`src/rtl/ysyx_22040237_ifu.sv`:
```
// Instruction fetch unit: issues one fetch at a time to instruction memory,
// holds the returned word for decode, and computes the next pc on handoff.
//
// Optional feature: define YSYX_22040237_IFU_MISALIGN_CHK_EN to trap
// misaligned next-pc values into a sticky ERR state (fetch_misalign=1).
// Without the macro the next pc is issued as-is and fetch_misalign is 0.
//
// Handshakes (valid/ready):
//   imem request : a request transfers on a rising edge where
//                  imem_req_valid && imem_req_ready; addr is held stable
//                  while valid is high and ready is low.
//   imem response: imem_rsp_valid is a one-cycle strobe, only observed in
//                  WAIT (one outstanding request, so no ready is needed).
//   decode       : pc/inst transfer on a rising edge where
//                  inst_valid && id_ready; jump_flag/jump_pc are sampled
//                  only on that edge.
module ysyx_22040237_ifu #(
  parameter logic [31:0] RESET_PC = 32'h8000_0000
) (
  input  logic        clk,
  input  logic        rst,
  output logic        imem_req_valid,
  input  logic        imem_req_ready,
  output logic [31:0] imem_req_addr,
  input  logic        imem_rsp_valid,
  input  logic [31:0] imem_rsp_data,
  output logic [31:0] pc,
  output logic [31:0] inst,
  output logic        inst_valid,
  input  logic        id_ready,
  input  logic        jump_flag,
  input  logic [31:0] jump_pc,
  output logic        fetch_misalign,
  output logic [2:0]  state_dbg
);

  typedef enum logic [2:0] {
    S_IDLE = 3'd0,
    S_REQ  = 3'd1,
    S_WAIT = 3'd2,
    S_HOLD = 3'd3,
    S_ERR  = 3'd4
  } state_t;

  state_t      state;
  state_t      state_nxt;
  logic [31:0] pc_nxt;
  logic        handoff;
  logic        bad_target;

  // Next sequential or redirected pc; pc + 4 wraps naturally at 2^32.
  assign pc_nxt  = jump_flag ? jump_pc : (pc + 32'd4);
  assign handoff = (state == S_HOLD) && id_ready;

`ifdef YSYX_22040237_IFU_MISALIGN_CHK_EN
  assign bad_target     = (pc_nxt[1:0] != 2'b00);
  assign fetch_misalign = (state == S_ERR);
`else
  assign bad_target     = 1'b0;
  assign fetch_misalign = 1'b0;
`endif

  assign imem_req_valid = (state == S_REQ);
  assign imem_req_addr  = pc;
  assign inst_valid     = (state == S_HOLD);
  assign state_dbg      = state;

  // State register; reset abandons any in-flight request.
  always_ff @(posedge clk or posedge rst) begin
    if (rst) begin
      state <= S_IDLE;
    end else begin
      state <= state_nxt;
    end
  end

  // Next-state logic; responses are only observed while waiting for one.
  always_comb begin
    state_nxt = state;
    case (state)
      S_IDLE: state_nxt = S_REQ;
      S_REQ:  if (imem_req_ready) state_nxt = S_WAIT;
      S_WAIT: if (imem_rsp_valid) state_nxt = S_HOLD;
      S_HOLD: if (id_ready) state_nxt = bad_target ? S_ERR : S_REQ;
      S_ERR:  state_nxt = S_ERR;
      default: state_nxt = S_IDLE;
    endcase
  end

  // pc only moves on handoff; a misaligned target is still loaded for visibility.
  always_ff @(posedge clk or posedge rst) begin
    if (rst) begin
      pc <= RESET_PC;
    end else if (handoff) begin
      pc <= pc_nxt;
    end
  end

  // Instruction latch; stray responses outside WAIT never reach inst.
  always_ff @(posedge clk or posedge rst) begin
    if (rst) begin
      inst <= 32'h0;
    end else if ((state == S_WAIT) && imem_rsp_valid) begin
      inst <= imem_rsp_data;
    end
  end

endmodule

```
`config.mk`:
```
export PLATFORM = sky130hd
export DESIGN_NAME = ysyx_22040237_ifu
export DESIGN_NICKNAME = d
export VERILOG_FILES = /design/src/rtl/ysyx_22040237_ifu.sv
export SDC_FILE = /design/constraint.sdc
export NUM_CORES = 1
export LEC_CHECK = 0
export ABC_CLOCK_PERIOD_IN_PS = 2740
export BUFFER_PORTS_ARGS = -buffer_cell sky130_fd_sc_hd__buf_2
export CAP_MARGIN = 20
export CORE_ASPECT_RATIO = 1.1
export CORE_MARGIN = 5
export CORE_UTILIZATION = 47
export CTS_CLUSTER_DIAMETER = 100
export DETAILED_ROUTE_END_ITERATION = 10
export GPL_ROUTABILITY_DRIVEN = 0
export PLACE_DENSITY = 0.81
export SYNTH_ARGS = -nofsm -noshare
export SYNTH_HDL_FRONTEND = slang
export SYNTH_SLANG_ARGS = --single-unit
export TNS_END_PERCENT = 10
```
`constraint.sdc`:
```
create_clock -name clk -period 2.74 [get_ports clk]
set_clock_uncertainty 0.15 [all_clocks]
set_input_delay 0.274 -clock clk [delete_from_list [all_inputs] [get_ports clk]]
set_output_delay 0.274 -clock clk [all_outputs]
set_load 0.02 [all_outputs]
```
==> out/metrics.cfg <==
[status]
status = finished, violations left
violations = negative hold slack

[power]
pwr-share-seq_pct = 36.3
finalPower_mw = 5.49
swShare_pct = 47.1
p_int_mw = 2.90
power_density_mw_per_mm2 = 1200
p_clk_share_pct = 14.8
leakagePower_nw = 2.13
power.share.combinational_pct = 48.9
ir_drop_uv = 739
power_switching_mw = 2.58

[global_routing]
grt_pass1_vias = 3322
grt_antenna_before_repair = 1
grt_max_degree = 46
grt_overflow = 0
grt_pass1_wl_um = 16500
grt.total_usage_pct = 21.9

[cts]
clk_latency_ps = 340
cts_resized = 0
clkSinkCount = 67
cts-root-buf = clkbuf_8
cts_setup_buffers = 0
numCtsBuffers = 9
cts.htree.levels = 3
clkTransAtPathRegs_ps = 80
postCtsHoldBufs = 5
cts_tree = done
clk_path_buf_depth = 2

[route]
via_per_inst = 5.58
dr.pass1.iters = 5
drcViolationCount = 0
drt-initial-drc-count = 281
num_vias = 3413
detail-route-antenna-nets = 0
wire_per_inst_um = 16.8
routed_wl_um = 10300

[critical_path]
path_cells = ha_1 -> nand3_1 -> or2_0 -> nor4_1 -> a211oi_1 -> a211oi_1
critPathLaunchType = flop
crit_slowest_cell = nor4_1
cp_data_arrival_time_ps = 2490
cp-end-kind = flop
cp_common_cell = a211oi_1
slowest_delay_ps = 500
crit_fanout = 8
worstPathRequired_ps = 2830
criticalPathCategory = flop to flop
worst-r2r-setup-slack_ps = 340

[floorplan]
dieWidth_um = 93.5
die_area_sq_mm = 0.00952
start_util_pct = 48.2
io_pins = 172
row_count = 33
coreArea_sq_mm = 0.00747
fp.dieH_um = 102

[synthesis]
synth-xor-area-share_pct = 0
yosys.area_share.simple_pct = 16.7
synth_nets = 434
synth_compound_area_share_pct = 14.4
ys_seq_area_share_pct = 46.6
avgSynthCellArea_sq_um = 9.92
yosys.area_share.adder_pct = 0.347
synth_top_family_by_area = simple AND/OR/NAND/NOR gates
ys_top_cells_by_count = 66 x dfrtp_1, 34 x buf_4, 30 x mux2_2, 29 x a21oi_1, 29 x o21ai_0
synth_mux_area_share_pct = 11.7
synth_top_area_share_pct = 45.8
synth.largest_area_cell = dfrtp_1
ys.flop_type = dfrtp_1
yosys_warnings = 0
synthArstFlopShare_pct = 100
synth_edf_count = 0
yosysMostFrequentCell = dfrtp_1
syn_area_sq_mm = 0.00360
synth.distinct_cells = 55
syn_inst = 363
netlist_top_cells_area = dfrtp_1 46%, mux2_2 9.4%, buf_4 7.1%, a21oi_1 4.0%, o21ai_0 4.0%
synth_seq_cells = 67

[place]
io_buffers = 170
dp.final_hpwl_um = 7480

[sta]
maxSlewViolCount = 0
worstMarginPinSlew_ps = 917
fin_crit_ps = 2400
fin_crit_sh_pct = 87.6
setup_viol = 0
whs_ps = -20.6
slew_headroom_pct = 38.8
tns_ps = 0
hold_violations = 17
max_freq_mhz = 417
rsz0062_at_grt = no

[hold_path]
hp-class = input port to async pin

[layout]
drive_gt1_share_pct = 45.5
syn2layout_area_growth_pct = 26.6
fin_nets = 572

[job]
max_cap_viol_count = 0

==> critical path: cells and delay by family (launching register included) <==
family / cells / cell delay [ps]
AND/OR/NAND/NOR: 3 / 1070
flip-flops: 1 / 480
AO/OA/AOI/OAI: 2 / 340
adder cells (fa/ha/maj): 1 / 260
==> flip-flops by register name, summed over array words and instances, names as in the netlist <==
name and count:
imem_req_addr 32, inst 32, state_dbg 3
==> power by group through the flow <==
| stage | logic, mW | registers [mW] | clock network (mW) |
|---|---|---|---|
| 6_report | 2.68 | 1.99 | 0.813 |
| 5_1_grt | 2.88 | 2.08 | 0.875 |
| 4_1_cts | 2.71 | 1.98 | 0.834 |
| 3_5_place_dp | 2.70 | 1.99 | 0 |
| 3_3_place_gp | 2.64 | 1.95 | 0 |
| 2_1_floorplan | 1.44 | 2.49 | 0 |
==> per-stage QoR <==
step | area (sq um) | setup slack [ps] | std cells | util [%] | hold WS [ps]
after floorplan | 3600 | 477 | 363 | - | 231
after global placement | 4310 | 494 | 589 | 57.7 | 315
after detailed placement | 4310 | 322 | 589 | 57.7 | 330
after CTS | 4550 | 333 | 610 | 60.9 | 1.06
after global routing | 4560 | 95.2 | 611 | 61.0 | 3.86
final | 4560 | 341 | 612 | 61.0 | -20.6
==> cells in the final DEF, fill, tap and decap left out, types with 6 or more instances in the layout <==
master,Yosys,layout
clkbuf_8,0,10
mux2_2,30,30
dlygate4sd3_1,0,6
buf_4,34,7
nor2_1,13,13
nand3_1,19,19
o21ai_0,29,29
nand2_1,22,22
or3_1,8,8
a21oi_1,29,29
nor3_1,12,12
o22ai_1,7,7
nor4_1,6,6
dfrtp_1,66,66
buf_2,1,170
==> area by class of cell <==
type,instances,area (sq um)
antenna,1,2.50
clock buffer,13,149
clock inverter,3,40.0
fill,642,2910
inverter,5,18.8
multi-input combinational,235,1580
sequential,67,1680
tap,105,131
timing repair buffer,183,963
==> worst paths after layout <==
check | startpoint | end | cells after the start
max | imem_req_addr[2]$_DFFE_PP0P_ | imem_req_addr[30]$_DFFE_PP0P_ | 6
min | rst | inst[13]$_DFFE_PP0P_ | 2
max reg2reg | imem_req_addr[2]$_DFFE_PP0P_ | imem_req_addr[30]$_DFFE_PP0P_ | 6
min reg2reg | inst[17]$_DFFE_PP0P_ | inst[17]$_DFFE_PP0P_ | 1
max in group asynchronous | rst | imem_req_addr[29]$_DFFE_PP0P_ | 3
min in group clk | imem_rsp_data[18] | inst[18]$_DFFE_PP0P_ | 2
==> per-layer routing <==
metal,part of all wire [%],GRT usage [%],vias to the layer above
met3,10,7.81,24
met2,49,35.7,193
met1,38,26.2,1622
li1,-,-,1572
met5,0.13,0,-
met4,2.2,9.92,2
==> cells by family (layout without fill, tap and decap cells) <==
| group | count (synthesis) | after routing |
|---|---|---|
| AO/OA/AOI/OAI | 88 | 88 |
| adder cells (fa/ha/maj) | 1 | 1 |
| buffers and inverters | 61 | 204 |
| flip-flops | 67 | 67 |
| multiplexers | 38 | 38 |
| other | 1 | 2 |
| AND/OR/NAND/NOR | 107 | 107 |
Note: power is estimated with default switching activity, not from simulation.
